File: config.mk
export PLATFORM = sky130hd
export DESIGN_NAME = range_finder_stats_flat
export DESIGN_NICKNAME = d
export VERILOG_FILES = /design/src/rtl/range_finder_stats_if.sv /design/src/rtl/range_finder_stats.sv /design/src/flat_wrapper.sv
export SDC_FILE = /design/constraint.sdc
export NUM_CORES = 1
export LEC_CHECK = 0
export ABC_AREA = 1
export CORE_ASPECT_RATIO = 1.1
export CORE_MARGIN = 4
export CORE_UTILIZATION = 55
export CTS_CLUSTER_SIZE = 20
export DETAILED_ROUTE_END_ITERATION = 10
export GPL_TIMING_DRIVEN = 1
export PLACE_DENSITY = 0.8
export SLEW_MARGIN = 10
export SYNTH_ARGS = -nofsm -noshare
export SYNTH_HDL_FRONTEND = slang
export SYNTH_SLANG_ARGS = --single-unit
File: constraint.sdc
create_clock -name clock -period 4.01 [get_ports clock]
set_input_delay 1.0025 -clock clock [delete_from_list [all_inputs] [get_ports clock]]
set_output_delay 1.0025 -clock clock [all_outputs]
set_load 0.1 [all_outputs]
File: src/rtl/range_finder_stats_if.sv
// Sample/control bus into range_finder_stats and its result/status pins.
// data_in is taken as a sample on a clock edge only when sample_valid is high in RUN,
// or when go starts a session. There is no ready signal: every sample presented is accepted.
interface range_finder_stats_if #(
  parameter int WIDTH     = 8,
  parameter int CNT_WIDTH = 8
);
  logic [WIDTH-1:0]     data_in;
  logic                 sample_valid;
  logic                 go;
  logic                 finish;
  logic [WIDTH:0]       range;
  logic [WIDTH-1:0]     max_out;
  logic [WIDTH-1:0]     min_out;
  logic [CNT_WIDTH-1:0] count;
  logic                 count_sat;
  logic                 done;
  logic                 busy;
  logic                 error;
  logic [1:0]           state_dbg;

  modport master (
    output data_in, sample_valid, go, finish,
    input  range, max_out, min_out, count, count_sat, done, busy, error, state_dbg
  );

  modport slave (
    input  data_in, sample_valid, go, finish,
    output range, max_out, min_out, count, count_sat, done, busy, error, state_dbg
  );
endinterface

File: src/rtl/range_finder_stats.sv
// Streaming max/min/range/count tracker over a go..finish session, unsigned or signed.
// Results are published only when a session ends cleanly and hold until the next one.
module range_finder_stats #(
  parameter int WIDTH     = 8,
  parameter int CNT_WIDTH = 8,
  parameter int SIGNED    = 0
) (
  input  logic          clock,
  input  logic          reset,
  range_finder_stats_if.slave bus
);
  typedef enum logic [1:0] {S_IDLE, S_RUN, S_DONE, S_ERROR} state_t;

  state_t               state_q, state_d;
  logic [WIDTH-1:0]     cur_max_q, cur_max_d, cur_min_q, cur_min_d;
  logic [CNT_WIDTH-1:0] cur_cnt_q, cur_cnt_d;
  logic                 cur_sat_q, cur_sat_d;
  logic [WIDTH:0]       range_q, range_d;
  logic [WIDTH-1:0]     max_q, max_d, min_q, min_d;
  logic [CNT_WIDTH-1:0] cnt_q, cnt_d;
  logic                 sat_q, sat_d;

  logic                 gt_max, lt_min, cnt_full;
  logic [WIDTH-1:0]     upd_max, upd_min, sel_max, sel_min;
  logic [CNT_WIDTH-1:0] upd_cnt, sel_cnt;
  logic                 upd_sat, sel_sat;
  logic [WIDTH:0]       ext_max, ext_min;

  always_comb begin
    if (SIGNED != 0) begin
      gt_max = $signed(bus.data_in) > $signed(cur_max_q);
      lt_min = $signed(bus.data_in) < $signed(cur_min_q);
    end else begin
      gt_max = bus.data_in > cur_max_q;
      lt_min = bus.data_in < cur_min_q;
    end
    cnt_full = (cur_cnt_q == {CNT_WIDTH{1'b1}});
    upd_max  = gt_max ? bus.data_in : cur_max_q;
    upd_min  = lt_min ? bus.data_in : cur_min_q;
    upd_cnt  = cnt_full ? cur_cnt_q : cur_cnt_q + CNT_WIDTH'(1);
    upd_sat  = cur_sat_q | cnt_full;
    // Values as they stand after this cycle's sample, used when finish closes the session.
    sel_max  = bus.sample_valid ? upd_max : cur_max_q;
    sel_min  = bus.sample_valid ? upd_min : cur_min_q;
    sel_cnt  = bus.sample_valid ? upd_cnt : cur_cnt_q;
    sel_sat  = bus.sample_valid ? upd_sat : cur_sat_q;
    ext_max  = {(SIGNED != 0) & sel_max[WIDTH-1], sel_max};
    ext_min  = {(SIGNED != 0) & sel_min[WIDTH-1], sel_min};
  end

  always_comb begin
    state_d   = state_q;
    cur_max_d = cur_max_q;
    cur_min_d = cur_min_q;
    cur_cnt_d = cur_cnt_q;
    cur_sat_d = cur_sat_q;
    range_d   = range_q;
    max_d     = max_q;
    min_d     = min_q;
    cnt_d     = cnt_q;
    sat_d     = sat_q;
    case (state_q)
      S_IDLE, S_ERROR: begin
        if (bus.go && !bus.finish) begin
          state_d   = S_RUN;
          cur_max_d = bus.data_in;
          cur_min_d = bus.data_in;
          cur_cnt_d = CNT_WIDTH'(1);
          cur_sat_d = 1'b0;
        end else if (bus.finish) begin
          state_d = S_ERROR;
        end
      end
      S_RUN: begin
        if (bus.go) begin
          state_d = S_ERROR;
        end else begin
          if (bus.sample_valid) begin
            cur_max_d = upd_max;
            cur_min_d = upd_min;
            cur_cnt_d = upd_cnt;
            cur_sat_d = upd_sat;
          end
          if (bus.finish) begin
            state_d = S_DONE;
            range_d = ext_max - ext_min;
            max_d   = sel_max;
            min_d   = sel_min;
            cnt_d   = sel_cnt;
            sat_d   = sel_sat;
          end
        end
      end
      S_DONE:  state_d = S_IDLE;
      default: state_d = S_IDLE;
    endcase
  end

  always_ff @(posedge clock or posedge reset) begin
    if (reset) begin
      state_q   <= S_IDLE;
      cur_max_q <= '0;
      cur_min_q <= '0;
      cur_cnt_q <= '0;
      cur_sat_q <= 1'b0;
      range_q   <= '0;
      max_q     <= '0;
      min_q     <= '0;
      cnt_q     <= '0;
      sat_q     <= 1'b0;
    end else begin
      state_q   <= state_d;
      cur_max_q <= cur_max_d;
      cur_min_q <= cur_min_d;
      cur_cnt_q <= cur_cnt_d;
      cur_sat_q <= cur_sat_d;
      range_q   <= range_d;
      max_q     <= max_d;
      min_q     <= min_d;
      cnt_q     <= cnt_d;
      sat_q     <= sat_d;
    end
  end

  assign bus.range     = range_q;
  assign bus.max_out   = max_q;
  assign bus.min_out   = min_q;
  assign bus.count     = cnt_q;
  assign bus.count_sat = sat_q;
  assign bus.done      = (state_q == S_DONE);
  assign bus.busy      = (state_q == S_RUN);
  assign bus.error     = (state_q == S_ERROR);
  assign bus.state_dbg = state_q;
endmodule

File: src/flat_wrapper.sv
// flat-port wrapper written by rule: the top's interface ports become plain ports
module range_finder_stats_flat 
#(
  parameter int WIDTH     = 8,
  parameter int CNT_WIDTH = 8,
  parameter int SIGNED    = 0
)
  (clock, reset, bus_data_in, bus_sample_valid, bus_go, bus_finish, bus_range, bus_max_out, bus_min_out, bus_count, bus_count_sat, bus_done, bus_busy, bus_error, bus_state_dbg);
  range_finder_stats_if #(.WIDTH(WIDTH), .CNT_WIDTH(CNT_WIDTH)) bus_i ();
  input  logic clock;
  input  logic reset;
  input wire logic [$bits(bus_i.data_in)-1:0] bus_data_in;
  input wire logic [$bits(bus_i.sample_valid)-1:0] bus_sample_valid;
  input wire logic [$bits(bus_i.go)-1:0] bus_go;
  input wire logic [$bits(bus_i.finish)-1:0] bus_finish;
  output wire logic [$bits(bus_i.range)-1:0] bus_range;
  output wire logic [$bits(bus_i.max_out)-1:0] bus_max_out;
  output wire logic [$bits(bus_i.min_out)-1:0] bus_min_out;
  output wire logic [$bits(bus_i.count)-1:0] bus_count;
  output wire logic [$bits(bus_i.count_sat)-1:0] bus_count_sat;
  output wire logic [$bits(bus_i.done)-1:0] bus_done;
  output wire logic [$bits(bus_i.busy)-1:0] bus_busy;
  output wire logic [$bits(bus_i.error)-1:0] bus_error;
  output wire logic [$bits(bus_i.state_dbg)-1:0] bus_state_dbg;
  assign bus_i.data_in = bus_data_in;
  assign bus_i.sample_valid = bus_sample_valid;
  assign bus_i.go = bus_go;
  assign bus_i.finish = bus_finish;
  assign bus_range = bus_i.range;
  assign bus_max_out = bus_i.max_out;
  assign bus_min_out = bus_i.min_out;
  assign bus_count = bus_i.count;
  assign bus_count_sat = bus_i.count_sat;
  assign bus_done = bus_i.done;
  assign bus_busy = bus_i.busy;
  assign bus_error = bus_i.error;
  assign bus_state_dbg = bus_i.state_dbg;
  range_finder_stats #(.WIDTH(WIDTH), .CNT_WIDTH(CNT_WIDTH), .SIGNED(SIGNED)) u_core (.clock(clock), .reset(reset), .bus(bus_i));
endmodule
==> impl_metrics.toml, run 1 <==
[status]
outcome = "complete, no violations"

[route]
via_per_inst = 5.47
wl_per_cell_um = 14.3
detail_route.first_pass.iterations = 5
drt_first_iter_violations = 254
remaining_drc_errors = 0
routed-via-count = 3488
final_antenna_net_count = 0
totalWireLength_mm = 9.12

[floorplanning]
die_area_um2 = 8220
io_pins = 52
die_x_um = 86.8
core.rowCount = 31
start_util_pct = 56.7
fp.coreArea_um2 = 6630
die_height_um = 94.7

[synthesis]
yosys-top-cells-area = "sky130_fd_sc_hd__dfrtp_1, sky130_fd_sc_hd__nand2_1, sky130_fd_sc_hd__ha_1, sky130_fd_sc_hd__nand3_1, sky130_fd_sc_hd__inv_1"
synth_seq_cells = 61
synth_nets = 537
yosysTopAreaCell = "sky130_fd_sc_hd__dfrtp_1"
synth_ff_type = "sky130_fd_sc_hd__dfrtp_1"
post_synthesis_instance_total = 496
netlist_area_um2 = 3760
ys_warn_count = 0
synth.top_cell.area_share_pct = 40.6
netlist-cell-type-count = 36
avgSynthCellArea_um2 = 7.58
ys_async_sr_fraction_pct = 100
synth-edff-count = 0
seq_area_frac_synth_pct = 40.6

[worst_hold_path]
worst_hold_path_type = "reg2reg"
worstHoldStart = "u_core.bus.count[6]$_DFFE_PP0P_"

[critical_path]
critPathArrivalTime_ps = 3840
worst-endpoint-required_ps = 4270
crit-reg2reg-capture = "u_core.bus.range[5]$_DFFE_PP0P_"
worst_setup_path_startpoint = "bus_data_in[3]"
cp-start-kind = "input port"
critPathCapture = "u_core.bus.range[5]$_DFFE_PP0P_"
worst-path-max-fanout = 9
startpoint_to_endpoint_class_of_the_critical_path = "in2reg"
r2r-start = "u_core.cur_max_q[3]$_DFFE_PP0P_"
nature_of_the_critical_path_endpoint = "register"
r2r_cells = 17
flop_to_flop_setup_slack_ps = 1150

[global_route]
gr-usage-met1_pct = 28.0
grt_util_all_layers_pct = 24.0
grt_peak_use_layer = "met2"
largest_net_degree_at_the_start_of_global_routing = 62
grt_pass1_wl_mm = 15.6
antenna_violations_before_repair = 0
grt-ovfl-total = 0
groute.layer.met3.usage_pct = 5.41
vias_in_the_first_global_route = 3505
groute.layer.met2.usage_pct = 41.1

[clock_tree]
clk_pin_slew_worst_paths_ps = 60
clock_tree.buffer_depth = 2
tritoncts.num_buffers = 9
worstSkewPairLatency_ps = 340
htreeDepth = 3
cts_num_sinks = 61
cts_root_buf = "sky130_fd_sc_hd__clkbuf_8"
cts.hold.buffers_added = 0
tritoncts = "built"

[timing]
finalHoldViolCount = 0
max_clock_freq_mhz = 279
slew_violations = 0
fin_hold_ws_ps = 476
fin_worst_skew_ps = 5.99
min_period_over_period_pct = 89.4
finalSetupViolations = 0
fin_crit_ps = 3580
rsz0062_at_grt = "false"
timing.max_slew.rel_slack_pct = 34.7
setup_tns_ps = 0
worst-slew-pin-transition_ps = 977

[cells_and_area]
layout_common_cells = "sky130_fd_sc_hd__nand2_1, sky130_fd_sc_hd__inv_1, sky130_fd_sc_hd__nand3_1"
drive_above_1_share_pct = 6.12
diodes = 0
fin_nets = 592
area.growth.synth_to_final_pct = 21.4
layout_commonest_cell = "sky130_fd_sc_hd__nand2_1"

[job]
max_cap_violations = 0

[place]
detailedPlacementHpwl_mm = 6.63
io_buffers = 51
gpl.final_weighted_congestion = 0.895
==> worst max-delay path: stages <==
cell,delay (ps)
sky130_fd_sc_hd__clkdlybuf4s50_1,460
sky130_fd_sc_hd__ha_1,340
sky130_fd_sc_hd__nand2_1,90
sky130_fd_sc_hd__inv_1,50
sky130_fd_sc_hd__nand2_1,60
sky130_fd_sc_hd__nand2_1,60
sky130_fd_sc_hd__nand2_1,60
sky130_fd_sc_hd__nand2_1,190
sky130_fd_sc_hd__nand2_2,210
sky130_fd_sc_hd__nand2_1,100
sky130_fd_sc_hd__and2_1,150
sky130_fd_sc_hd__ha_1,410
sky130_fd_sc_hd__a21oi_1,110
sky130_fd_sc_hd__or2_2,290
sky130_fd_sc_hd__nand4_1,70
sky130_fd_sc_hd__nand2_1,50
sky130_fd_sc_hd__o21ai_0,150
==> sequential cells by signal, summed over array words and instances, names as in the netlist, 2 cells and up <==
| register | cells |
|---|---|
| u_core.bus.range | 9 |
| u_core.bus.count | 8 |
| u_core.bus.max_out | 8 |
| u_core.cur_min_q | 8 |
| u_core.cur_max_q | 8 |
| u_core.bus.state_dbg | 2 |
| u_core.cur_cnt_q | 8 |
| u_core.bus.min_out | 8 |
==> area by class of cell <==
cell class / count / area [um2]
inverters: 73 / 274
repair buffers: 56 / 546
clock buffers: 13 / 169
well taps: 82 / 103
fillers: 546 / 2070
multi-input cells: 350 / 1900
flip-flops and latches: 61 / 1530
clock inverters: 3 / 42.5
==> stage by stage <==
stage	instance area [um2]	instances	setup slack, ps	util [%]
after floorplan	3760	496	842	-
after global placement	4350	622	122	65.6
after detailed placement	4350	622	40.9	65.6
after CTS	4560	638	393	68.7
after global routing	4560	638	99.9	68.8
final	4560	638	426	68.8
==> cell usage after synthesis (2+ instances only) <==
cell type	number
sky130_fd_sc_hd__nor2_1	13
sky130_fd_sc_hd__a21oi_1	8
sky130_fd_sc_hd__clkbuf_1	5
sky130_fd_sc_hd__clkinv_1	5
sky130_fd_sc_hd__xor2_1	3
sky130_fd_sc_hd__o22ai_1	17
sky130_fd_sc_hd__o21ai_0	16
sky130_fd_sc_hd__and2_1	8
sky130_fd_sc_hd__nor3_1	2
sky130_fd_sc_hd__ha_1	27
sky130_fd_sc_hd__xnor2_1	3
sky130_fd_sc_hd__a21o_1	2
sky130_fd_sc_hd__nand3_1	64
sky130_fd_sc_hd__buf_4	2
sky130_fd_sc_hd__nand4_1	9
sky130_fd_sc_hd__inv_1	65
sky130_fd_sc_hd__buf_2	5
sky130_fd_sc_hd__a31oi_1	3
sky130_fd_sc_hd__o21ai_1	7
sky130_fd_sc_hd__inv_2	3
sky130_fd_sc_hd__nand3b_1	2
sky130_fd_sc_hd__dfrtp_1	61
sky130_fd_sc_hd__nand2_1	153
==> worst min-delay path by stage <==
stage / slack (ps) / end / depth (start not counted)
after global routing: 500 / u_core.bus.min_out[5]$_DFFE_PP0P_ / 2
after global placement: 460 / u_core.bus.count[6]$_DFFE_PP0P_ / 2
after floorplan: 500 / u_core.cur_cnt_q[1]$_DFFE_PP0P_ / 2
final: 480 / u_core.bus.count[6]$_DFFE_PP0P_ / 2
after detailed placement: 460 / u_core.bus.min_out[5]$_DFFE_PP0P_ / 2
after CTS: 480 / u_core.bus.min_out[5]$_DFFE_PP0P_ / 2
==> repair_timing <==
action | in CTS | in global routing
buffers inserted | 0 | 0
resized for setup | 0 | 1
endpoints found under the setup margin | 0 | 1
==> metal layers <==
metal / routed length (um) / vias up
met3: 495 / 25
met2: 4600 / 136
met4: 244 / 0
met5: 0 / -
li1: - / 1730
met1: 3780 / 1597
==> kinds of logic (layout without fill, tap and decap cells) <==
| family | Yosys count | in the layout | synth area share [%] |
|---|---|---|---|
| AOI/OAI and AO/OA | 59 | 59 | 9.35 |
| adders and majority gates | 28 | 28 | 9.52 |
| buffers and inverters | 85 | 145 | 8.85 |
| DFF | 61 | 61 | 40.6 |
| xor gates and xnor gates | 6 | 6 | 1.40 |
| and+or+nand+nor | 257 | 257 | 30.3 |
Power of run 1 is not shown: default switching activity piles up to over one toggle a cycle in this logic, so the estimate is an artifact.
==> inputs of run 2 (changes only) <==
--- a/config.mk
+++ b/config.mk
@@ -8,11 +8,11 @@
 export ABC_AREA = 1
 export CORE_ASPECT_RATIO = 1.1
 export CORE_MARGIN = 4
-export CORE_UTILIZATION = 55
+export CORE_UTILIZATION = 25
 export CTS_CLUSTER_SIZE = 20
 export DETAILED_ROUTE_END_ITERATION = 10
+export DONT_BUFFER_PORTS = 1
 export GPL_TIMING_DRIVEN = 1
-export PLACE_DENSITY = 0.8
 export SLEW_MARGIN = 10
 export SYNTH_ARGS = -nofsm -noshare
 export SYNTH_HDL_FRONTEND = slang
==> run 2 against run 1 <==
Compared with the run above: sequential share of layout area is 2.0 points higher; fmax rose by 10%; clock-buffer cell count decreased by 1; critical path type unchanged.
==> impl_metrics.toml, run 2 (synthesized netlist as in run 1, its figures left out) <==
[status]
outcome = "complete, no violations"

[route]
wl_per_cell_um = 14.0
totalWireLength_mm = 9.78
remaining_drc_errors = 0
drt_first_iter_violations = 107
final_antenna_net_count = 0
routed-via-count = 3144
detail_route.first_pass.iterations = 4
via_per_inst = 4.50

[timing]
slew_violations = 0
setup_tns_ps = 0
fin_worst_skew_ps = 7.52
rsz0062_at_grt = "false"
min_period_over_period_pct = 81.2
timing.max_slew.rel_slack_pct = 32.6
fin_crit_ps = 3250
finalSetupViolations = 0
worst-slew-pin-transition_ps = 1010
max_clock_freq_mhz = 307
finalHoldViolCount = 0

[clock_tree]
cts.hold.buffers_added = 0
htreeDepth = 3
post_cts_setup_repair_bufs = 0
tritoncts.num_buffers = 9
post_cts.resized_instances = 0
cts_root_buf = "sky130_fd_sc_hd__clkbuf_16"
cts_num_sinks = 61
clk_pin_slew_worst_paths_ps = 60
clock_tree.buffer_depth = 2
worstSkewPairLatency_ps = 330
tritoncts = "built"

[cells_and_area]
sequential_cell_area_um2 = 1530
fin_area_um2 = 4300
drive_above_1_share_pct = 6.31
layout_common_cells = "sky130_fd_sc_hd__nand2_1, sky130_fd_sc_hd__inv_1, sky130_fd_sc_hd__nand3_1"
layout_commonest_cell = "sky130_fd_sc_hd__nand2_1"
fill_cells = 1570
multiInputGateArea_um2 = 1900
largest_register_ff_count = 9
diodes = 0
area.growth.synth_to_final_pct = 14.4
fin_nets = 543

[global_route]
grt-ovfl-total = 0
largest_net_degree_at_the_start_of_global_routing = 43
antenna_violations_before_repair = 0
grt_util_all_layers_pct = 12.1
vias_in_the_first_global_route = 3140
grt_pass1_wl_mm = 16.5

[critical_path]
timing.critical_path.cells = "inv_1 -> ha_1 -> inv_1 -> nand2_1 -> nand2_1 -> nand2_1 -> nand2_1 -> nand2_1 -> nand2_1 -> nand2_1 -> nand2_1 -> and2_1 -> ha_1 -> nand2_1 -> inv_1 -> nor2_1 -> nor2_1 -> nor2_1 -> nand2_1 -> nand2_1 -> nand2_1 -> o21ai_0"
critPathArrivalTime_ps = 3500
startpoint_to_endpoint_class_of_the_critical_path = "in2reg"
slowest_delay_ps = 350
nature_of_the_critical_path_endpoint = "register"
timing.critical_path.mode_cell = "sky130_fd_sc_hd__nand2_1"
r2r-start = "u_core.cur_max_q[7]$_DFFE_PP0P_"
worst-path-max-fanout = 9
worst-endpoint-required_ps = 4260
cp-start-kind = "input port"
worst_setup_path_startpoint = "bus_data_in[0]"
slowest_stage = "sky130_fd_sc_hd__ha_1"

[place]
gpl.final_weighted_congestion = 0.863
io_buffers = 0
detailedPlacementHpwl_mm = 7.44
placedInstanceArea_um2 = 3990

[worst_hold_path]
worst_hold_path_type = "reg2reg"
worstHoldStart = "u_core.cur_sat_q$_DFFE_PP0P_"

[floorplanning]
die_height_um = 137
start_util_pct = 25.8
io_pins = 52
core.rowCount = 46
die_area_um2 = 17100
die_x_um = 125
fp.coreArea_um2 = 14600

[job]
max_cap_violations = 0
==> run 2: changes by cell type in the layout (fill, tap and decap cells not counted) <==
cell,change
sky130_fd_sc_hd__buf_4,+1
sky130_fd_sc_hd__bufinv_16,+1
sky130_fd_sc_hd__clkbuf_1,+2
sky130_fd_sc_hd__clkbuf_16,+9
sky130_fd_sc_hd__clkbuf_8,-12
sky130_fd_sc_hd__clkdlybuf4s50_1,-50
sky130_fd_sc_hd__nand2_1,+1
sky130_fd_sc_hd__nand2_2,-1
==> run 2: routing by layer <==
layer	wire length, um	share of wire [%]	global-route usage [%]	up-vias
met5	0	0	0	-
met4	205	2.1	4.10	0
met3	564	5.8	4.96	15
met2	4790	49	20.7	67
met1	4230	43	13.8	1429
li1	-	-	-	1633
==> run 2: final timing paths <==
kind,end,slack (ps),cells past startpoint
setup / recovery,u_core.bus.range[6]$_DFFE_PP0P_,760,22
max in group asynchronous,u_core.cur_max_q[3]$_DFFE_PP0P_,2490,2
min in group asynchronous,u_core.cur_cnt_q[3]$_DFFE_PP0P_,640,1
hold reg to reg,u_core.cur_sat_q$_DFFE_PP0P_,540,2
setup reg to reg,u_core.bus.range[6]$_DFFE_PP0P_,1050,18
hold / removal,u_core.cur_sat_q$_DFFE_PP0P_,540,2
==> run 2: area by class of cell <==
type	count	area share [%]
Sequential cell	61	35.5
Clock buffer	12	5.50
Inverter	73	6.37
Multi-Input combinational cell	350	44.2
Tap cell	192	5.58
Clock inverter	4	1.69
Timing Repair Buffer	7	1.22
==> run 2: through the flow <==
stage,hold WS (ps),setup WS (ps),cells,utilization [%]
floorplan,500,842,496,-
global placement,523,488,683,27.4
detailed placement,536,475,683,27.4
CTS,546,801,699,29.5
global route,596,497,699,29.5
finish,539,755,699,29.5
==> run 2: critical path: cells and delay by family <==
family                     cells  cell delay (ps)
adders and majority gates      2              540
buffers and inverters          3              240
and+or+nand+nor               16             1590
AOI/OAI and AO/OA              1              140
Power of run 2 is left out for the same reason.
==> inputs of run 3 (changes only) <==
==> constraint.sdc (replaced) <==
create_clock -name clock -period 2.62 [get_ports clock]
set_input_delay 0.655 -clock clock [delete_from_list [all_inputs] [get_ports clock]]
set_output_delay 0.655 -clock clock [all_outputs]
set_load 0.1 [all_outputs]
==> run 3 against run 2 <==
Compared with the run above: design area rose by 20%; utilization rose by 5.9 points; routed wire length rose by 12%; critical path depth is 9 lower; via count up 14%; clock skew down 2.1 ps; sequential cell count unchanged.
==> impl_metrics.toml, run 3 (synthesized netlist as in run 1, its figures left out) <==
[floorplanning]
core.rowCount = 46
die_height_um = 137
fp.coreArea_um2 = 14600
die_x_um = 125
die_area_um2 = 17100
io_pins = 52
start_util_pct = 25.8

[cells_and_area]
diodes = 0
fill_cells = 1517
fin_nets = 627
multiInputGateArea_um2 = 2110
sequential_cell_area_um2 = 1530
area.growth.synth_to_final_pct = 37.5
layout_commonest_cell = "sky130_fd_sc_hd__nand2_1"
fin_area_um2 = 5170
layout_common_cells = "sky130_fd_sc_hd__nand2_1, sky130_fd_sc_hd__buf_4, sky130_fd_sc_hd__nand3_1"
drive_above_1_share_pct = 28.1
largest_register_ff_count = 9

[clock_tree]
clk_pin_slew_worst_paths_ps = 50
htreeDepth = 3
clock_tree.buffer_depth = 2
tritoncts.num_buffers = 9
cts_num_sinks = 61
worstSkewPairLatency_ps = 330
tritoncts = "built"
cts_root_buf = "sky130_fd_sc_hd__clkbuf_16"

[place]
placedInstanceArea_um2 = 4680
io_buffers = 0
gpl.final_weighted_congestion = 0.849
detailedPlacementHpwl_mm = 8.33

[critical_path]
r2r_cells = 13
cp-start-kind = "register"
worst-endpoint-required_ps = 2830
nature_of_the_critical_path_endpoint = "register"
startpoint_to_endpoint_class_of_the_critical_path = "reg2reg"
worst-path-max-fanout = 5
crit-reg2reg-capture = "u_core.bus.range[5]$_DFFE_PP0P_"
r2r-start = "u_core.cur_max_q[3]$_DFFE_PP0P_"
flop_to_flop_setup_slack_ps = 140
critPathArrivalTime_ps = 2690

[timing]
slew_violations = 0
worst-slew-pin-transition_ps = 903
max_clock_freq_mhz = 403
fin_worst_skew_ps = 5.44
min_period_over_period_pct = 94.8
finalSetupViolations = 0
finalHoldViolCount = 0
fin_crit_ps = 2480
timing.max_slew.rel_slack_pct = 39.8

[worst_hold_path]
worst_hold_path_type = "in2async"

[global_route]
grt_pass1_wl_mm = 17.9
grt-ovfl-total = 0
grt_util_all_layers_pct = 13.0
largest_net_degree_at_the_start_of_global_routing = 43
antenna_violations_before_repair = 0
vias_in_the_first_global_route = 3500

[status]
outcome = "complete, no violations"

[job]
max_cap_violations = 0

[route]
totalWireLength_mm = 11.0
via_per_inst = 4.59
remaining_drc_errors = 0
drt_first_iter_violations = 187
final_antenna_net_count = 0
detail_route.first_pass.iterations = 4
wl_per_cell_um = 14.0
routed-via-count = 3591
## run 3: changes by cell type in the layout (fill, tap and decap cells not counted), sizes merged
cell,previous run,this run
bufinv,2,0
clkinvlp,1,0
buf,7,91
clkbuf,12,14
## run 3: area by class of cell
class	instances	share of cell area [%]
clock buffers	14	5.30
clock inverters	1	0.0969
inverters	73	5.30
multi-input cells	350	40.8
flip-flops and latches	61	29.6
well taps	192	4.65
repair buffers	91	14.2
## run 3: layer usage
metal	vias up	share of wire [%]	routed length, um	global-route usage [%]
li1	1806	-	-	-
met1	1688	41	4470	14.9
met2	77	52	5750	23.4
met3	20	4.9	540	3.67
met4	0	1.9	204	4.34
met5	-	0	0	0
## run 3: how the worst max path moves through the flow
stage,to,slack (ps),startpoint
6_report,u_core.bus.range[5]$_DFFE_PP0P_,140,u_core.cur_max_q[3]$_DFFE_PP0P_
3_5_place_dp,u_core.bus.range[4]$_DFFE_PP0P_,-190,bus_data_in[3]
4_1_cts,u_core.bus.range[4]$_DFFE_PP0P_,20,u_core.cur_max_q[1]$_DFFE_PP0P_
5_1_grt,u_core.bus.range[5]$_DFFE_PP0P_,-30,u_core.cur_max_q[3]$_DFFE_PP0P_
3_3_place_gp,u_core.bus.range[4]$_DFFE_PP0P_,-140,bus_data_in[3]
2_1_floorplan,u_core.bus.range[4]$_DFFE_PP0P_,-3,bus_data_in[5]
## run 3: through the flow
| step | util [%] | hold WS, ps | std cells | setup TNS, ps | setup WS, ps |
|---|---|---|---|---|---|
| after floorplan | - | 500 | 496 | -5.18 | -3.43 |
| after global placement | 32.1 | 496 | 754 | -681 | -141 |
| after detailed placement | 32.1 | 506 | 754 | -1090 | -191 |
| after CTS | 34.1 | 244 | 769 | 0 | 19.4 |
| after global routing | 35.5 | 266 | 782 | -104 | -25.2 |
| final | 35.5 | 232 | 782 | 0 | 136 |
## run 3: timing repair
action                                  CTS  global route
hold buffers                              0             0
endpoints found under the setup margin    0             7
setup buffers                             0            13
gates resized for setup                   0            36
## run 3: worst max-delay path, cell delays in order (launching register included)
cell                      delay [ps]
sky130_fd_sc_hd__dfrtp_1         370
sky130_fd_sc_hd__inv_2            80
sky130_fd_sc_hd__ha_1            250
sky130_fd_sc_hd__nand2_2          80
sky130_fd_sc_hd__nor2_2           60
sky130_fd_sc_hd__a21oi_4         260
sky130_fd_sc_hd__buf_6           150
sky130_fd_sc_hd__nand3_1          90
sky130_fd_sc_hd__and2_4          160
sky130_fd_sc_hd__ha_4            280
sky130_fd_sc_hd__nand2_1          60
sky130_fd_sc_hd__or2_2           300
sky130_fd_sc_hd__a31oi_1         140
sky130_fd_sc_hd__o21ai_1          90
Power of run 3 is left out for the same reason.
